$ cat src/rtl/bpred_unit.sv
// rtl/bpred_unit.sv - direct-mapped BTB with 2-bit counters; BPRED_STATS_EN enables statistics counters
module bpred_unit #(
    parameter int BTB_ENTRIES = 8
) (
    input  logic        CLK,
    input  logic        nRST,
    input  logic [31:0] if_pc,
    output logic        pred_taken,
    output logic [31:0] pred_target,
    input  logic        upd_en,
    input  logic [31:0] upd_pc,
    input  logic        upd_taken,
    input  logic [31:0] upd_target,
    input  logic        upd_pred_taken,
    output logic [31:0] br_count,
    output logic [31:0] mispred_count
);
    typedef logic [1:0] bpred_t;

    localparam int IW = $clog2(BTB_ENTRIES);
    localparam int TW = 30 - IW;

    logic          valid_q  [BTB_ENTRIES];
    logic          valid_d  [BTB_ENTRIES];
    logic [TW-1:0] tag_q    [BTB_ENTRIES];
    logic [TW-1:0] tag_d    [BTB_ENTRIES];
    logic [31:0]   target_q [BTB_ENTRIES];
    logic [31:0]   target_d [BTB_ENTRIES];
    bpred_t        ctr_q    [BTB_ENTRIES];
    bpred_t        ctr_d    [BTB_ENTRIES];

    logic [IW-1:0] if_idx;
    logic [TW-1:0] if_tag;
    logic [IW-1:0] upd_idx;
    logic [TW-1:0] upd_tag;
    logic          if_hit;
    logic          upd_hit;

    assign if_idx  = if_pc[IW+1:2];
    assign if_tag  = if_pc[31:IW+2];
    assign upd_idx = upd_pc[IW+1:2];
    assign upd_tag = upd_pc[31:IW+2];

    // Lookup reads registered state only, so a same-cycle update is never bypassed.
    assign if_hit      = valid_q[if_idx] && (tag_q[if_idx] == if_tag);
    assign upd_hit     = valid_q[upd_idx] && (tag_q[upd_idx] == upd_tag);
    assign pred_taken  = if_hit && ctr_q[if_idx][1];
    assign pred_target = pred_taken ? target_q[if_idx] : 32'h0;

    always_comb begin
        valid_d  = valid_q;
        tag_d    = tag_q;
        target_d = target_q;
        ctr_d    = ctr_q;
        if (upd_en) begin
            if (upd_hit) begin
                if (upd_taken) begin
                    target_d[upd_idx] = upd_target;
                    if (ctr_q[upd_idx] != 2'b11) begin
                        ctr_d[upd_idx] = ctr_q[upd_idx] + 2'b01;
                    end
                end else if (ctr_q[upd_idx] != 2'b00) begin
                    ctr_d[upd_idx] = ctr_q[upd_idx] - 2'b01;
                end
            end else if (upd_taken) begin
                valid_d[upd_idx]  = 1'b1;
                tag_d[upd_idx]    = upd_tag;
                target_d[upd_idx] = upd_target;
                ctr_d[upd_idx]    = 2'b10;
            end
        end
    end

    always_ff @(posedge CLK or negedge nRST) begin
        if (!nRST) begin
            for (int i = 0; i < BTB_ENTRIES; i++) begin
                valid_q[i]  <= 1'b0;
                tag_q[i]    <= '0;
                target_q[i] <= 32'h0;
                ctr_q[i]    <= 2'b00;
            end
        end else begin
            for (int i = 0; i < BTB_ENTRIES; i++) begin
                valid_q[i]  <= valid_d[i];
                tag_q[i]    <= tag_d[i];
                target_q[i] <= target_d[i];
                ctr_q[i]    <= ctr_d[i];
            end
        end
    end

`ifdef BPRED_STATS_EN
    logic [31:0] br_count_q;
    logic [31:0] br_count_d;
    logic [31:0] mispred_count_q;
    logic [31:0] mispred_count_d;

    always_comb begin
        br_count_d      = br_count_q;
        mispred_count_d = mispred_count_q;
        if (upd_en) begin
            br_count_d = br_count_q + 32'd1;
            if (upd_pred_taken != upd_taken) begin
                mispred_count_d = mispred_count_q + 32'd1;
            end
        end
    end

    always_ff @(posedge CLK or negedge nRST) begin
        if (!nRST) begin
            br_count_q      <= 32'h0;
            mispred_count_q <= 32'h0;
        end else begin
            br_count_q      <= br_count_d;
            mispred_count_q <= mispred_count_d;
        end
    end

    assign br_count      = br_count_q;
    assign mispred_count = mispred_count_q;
`else
    logic [4:0] unused_bits;
    assign unused_bits   = {upd_pred_taken, if_pc[1:0], upd_pc[1:0]};
    assign br_count      = 32'h0;
    assign mispred_count = 32'h0;
`endif

`ifdef BPRED_STATS_EN
    logic [3:0] unused_pc_bits;
    assign unused_pc_bits = {if_pc[1:0], upd_pc[1:0]};
`endif

endmodule

$ cat config.mk
export PLATFORM = sky130hd
export DESIGN_NAME = bpred_unit
export DESIGN_NICKNAME = d
export VERILOG_FILES = /design/src/rtl/bpred_unit.sv
export SDC_FILE = /design/constraint.sdc
export NUM_CORES = 1
export LEC_CHECK = 0
export CORE_ASPECT_RATIO = 1.5
export CORE_MARGIN = 4
export CORE_UTILIZATION = 46
export DETAILED_ROUTE_END_ITERATION = 16
export HOLD_SLACK_MARGIN = 0.1
export PLACE_DENSITY_LB_ADDON = 0.1
export RECOVER_POWER = 25
export SKIP_CTS_REPAIR_TIMING = 1
export SLEW_MARGIN = 20
export SYNTH_ARGS = -nofsm -noshare
export SYNTH_HDL_FRONTEND = slang
export SYNTH_SLANG_ARGS = --single-unit
$ cat constraint.sdc
create_clock -name CLK -period 6.6 [get_ports CLK]
set_input_delay 1.65 -clock CLK [delete_from_list [all_inputs] [get_ports CLK]]
set_output_delay 1.65 -clock CLK [all_outputs]
set_load 0.03 [all_outputs]
==> results.toml, run 1 <==
[outcome]
status = "finished, violations left"
violations = "max-capacitance violations, max-slew violations"

[finish]
drive_above_1_share = 0.468
design_area_um2 = 29200
fillCellCount = 4592
syn_to_final_growth_pct = 15.1
final_util = 0.534
fin_nets = 1930
instances_no_fill = 2565

[grt]
grt_pass1_vias = 16361
grt_use_total = 0.217
grt_pass1_wl_mm = 99.0
antenna_found_initial = 2
grt.overflow.total = 0
grt_max_degree = 151

[clocking]
insertion_delay_ns = 0.60
htree_levels = 2
clock_sinks = 496
cts_tree = "done"
numCtsBuffers = 51
path_clk_slew_ns = 0.06
clockBufferDepth = 3
root_buffer = "clkbuf_16"

[route]
firstDrtPassIters = 5
drt_wl_total_mm = 63.2
vias = 15006
ant_nets = 0
initialDrtViolationCount = 575
wire_per_inst_um = 24.7
drt-vias-per-instance = 5.85
drc_errors = 0

[worst_hold_path]
hp-class = "reg -> reg"

[setup_path]
critPathKind = "in -> out"
slowest_delay_ns = 0.56
crit_path_frequent_cell = "buf_12"
crit_required_ns = 4.95
setup.worst_path.end_class = "primary output"
start_kind = "primary input"
path_max_fanout = 49
crit_chain = "buf_12 -> mux4_2 -> mux2i_1 -> xor2_1 -> nand4_1 -> nor4_1 -> nand4_1 -> buf_12 -> nor2_1 -> buf_12"
critPathArrivalTime_ns = 4.72
slowest_stage = "mux4_2"

[sta]
maxSlewViolCount = 97
slew_headroom = -2.13
max_freq_ghz = 0.157
rsz0062_at_grt = "no"
period_needed_ns = 6.37
post-route-period-util = 0.965
worst_pin_slew_ns = 4.69
setup_violations = 0
layout_setup_ws_ns = 0.231
hold_viol = 0
finClkSkew_ns = 0.0109
timing.hold.ws_ns = 0.485

[placed_design]
gp_congestion = 0.764
dp_worst_setup_slack_ns = -0.207
place.port_buffers = 128
hpwl_mm = 38.7
post_dp_cell_area_um2 = 27300
placed_cells = 2469

[pwr]
vdd_ir_drop_max_uv = 253
power.density_cell_area_nw_per_um2 = 317
leakagePower_nw = 12.4

[synth]
yosysUniqueCellTypes = 51
netlist_instances = 1734
yosysSeqAreaShare = 0.489
synthFlopType = "dfrtp_1"
yosys_warnings = 0
ys_ff_latch = 496
syn_area_um2 = 25400
avgSynthCellArea_um2 = 14.6
synth_edf_count = 0
synthArstFlopShare = 1.00

[flow_run]
maxCapViolations = 1

[die]
die-area_um2 = 59000
die_y_um = 296
io_pins = 198
initial_utilization = 0.464
die_w_um = 200
core_area_um2 = 54700
floorplan.rows = 105
worst paths after layout:
path / start / to / slack [ns] / cells after the start
max in group asynchronous: nRST / target_q[210]$_DFFE_PN0P_ / 0.94 / 2
setup / recovery: if_pc[2] / pred_target[27] / 0.23 / 10
hold / removal: ctr_q[10]$_DFFE_PN0P_ / ctr_q[10]$_DFFE_PN0P_ / 0.49 / 1
hold reg to reg: ctr_q[10]$_DFFE_PN0P_ / ctr_q[10]$_DFFE_PN0P_ / 0.49 / 1
min in group asynchronous: nRST / tag_q[146]$_DFFE_PN0P_ / 2.86 / 1
setup reg to reg: tag_q[79]$_DFFE_PN0P_ / ctr_q[15]$_DFFE_PN0P_ / 3.14 / 9
cell usage after synthesis (2+ instances only):
cell type	instances	area share
ha_1	2	0.00099
dfrtp_1	496	0.49
buf_1	35	0.0052
nand2_2	7	0.0017
nor4_1	5	0.0012
mux2i_1	78	0.031
or3_1	16	0.0039
nor2_1	57	0.0084
nand4_1	9	0.0022
nor4_4	3	0.0025
mux2_2	511	0.23
buf_6	4	0.0018
o22ai_1	21	0.0052
and3_1	3	0.00074
clkbuf_1	68	0.010
a221oi_1	3	0.0010
inv_1	14	0.0021
nand2_1	8	0.0012
nor3_1	5	0.00099
nand3_1	13	0.0026
and2_1	4	0.00099
xor2_1	25	0.0086
xnor2_1	15	0.0052
mux2_1	5	0.0022
o21ai_0	34	0.0067
a31oi_1	2	0.00049
buf_2	29	0.0057
a21oi_1	5	0.00099
nand2b_1	11	0.0027
o2bb2ai_1	5	0.0017
buf_4	66	0.020
mux4_2	156	0.14
metrics by stage:
stage	TNS, ns	power [mW]
after floorplan	0	5.54
after global placement	-3.36	6.01
after detailed placement	-4.31	6.10
after CTS	-4.58	9.36
after global routing	0	9.71
final	0	9.25
cells by family after synthesis:
| group | after synthesis | synth area share |
|---|---|---|
| flops | 496 | 0.489 |
| mux | 750 | 0.398 |
| compound gates | 80 | 0.0192 |
| xor+xnor | 40 | 0.0138 |
| other cells | 1 | 0.000148 |
| buf+inv | 217 | 0.0451 |
| fa+ha+maj | 2 | 0.000987 |
| simple gates | 148 | 0.0327 |
critical path: cells and delay by family:
kind / cells / cell delay, ns
simple gates: 4 / 1.15
xor+xnor: 1 / 0.20
mux: 2 / 0.90
buf+inv: 3 / 0.73
cells in the final DEF (no fill, tap or decap), types with 7 or more instances in the layout:
master and count:
mux2_2 511, dfrtp_1 496, mux4_2 156, clkdlybuf4s50_1 88, mux2i_1 78, conb_1 64, buf_4 62, nor2_1 57
clkbuf_16 52, o21ai_0 34, xor2_1 25, buf_12 25, o22ai_1 21, or3_1 16, xnor2_1 15, clkbuf_8 15
inv_1 14, nand3_1 12, nand2b_1 10, nand4_1 9, bufinv_16 9, nand2_1 8, clkinv_2 8, nand2_2 7
final cells by class:
| class | instances | area (µm²) | share of cell area |
|---|---|---|---|
| Inverter | 14 | 52.6 | 0.00180 |
| Clock inverter | 25 | 382 | 0.0131 |
| Multi-Input combinational cell | 1084 | 12100 | 0.414 |
| Clock buffer | 70 | 1520 | 0.0520 |
| Sequential cell | 496 | 12400 | 0.425 |
| Antenna cell | 1 | 2.50 | 0.0000857 |
| Timing Repair Buffer | 180 | 1890 | 0.0646 |
| Tap cell | 695 | 870 | 0.0298 |
per-layer routing:
metal	up-vias	track usage	wire length (µm)
li1	6524	-	-
met1	8080	0.286	26400
met2	313	0.380	33000
met3	87	0.0344	2580
met4	2	0.0525	1250
met5	-	0	8
state kept, by name, indices dropped and copies added, names as in the netlist:
name,cells
target_q,256
tag_q,216
ctr_q,16
valid_q,8
where the power goes:
group	switching, mW	internal [mW]	leakage, nW
registers	0.416	3.74	6.07
logic	0.736	1.14	5.44
clock network	1.26	1.96	0.927
total	2.41	6.83	12.4
Power figures use the tool's default switching activity.
==> run 2, diff against run 1 <==
--- a/config.mk
+++ b/config.mk
@@ -17,3 +17,4 @@
 export SYNTH_ARGS = -nofsm -noshare
 export SYNTH_HDL_FRONTEND = slang
 export SYNTH_SLANG_ARGS = --single-unit
+export TNS_END_PERCENT = 100
==> results of run 2 <==
Same layout as run 1: the final DEF is identical, and so are final timing and power.
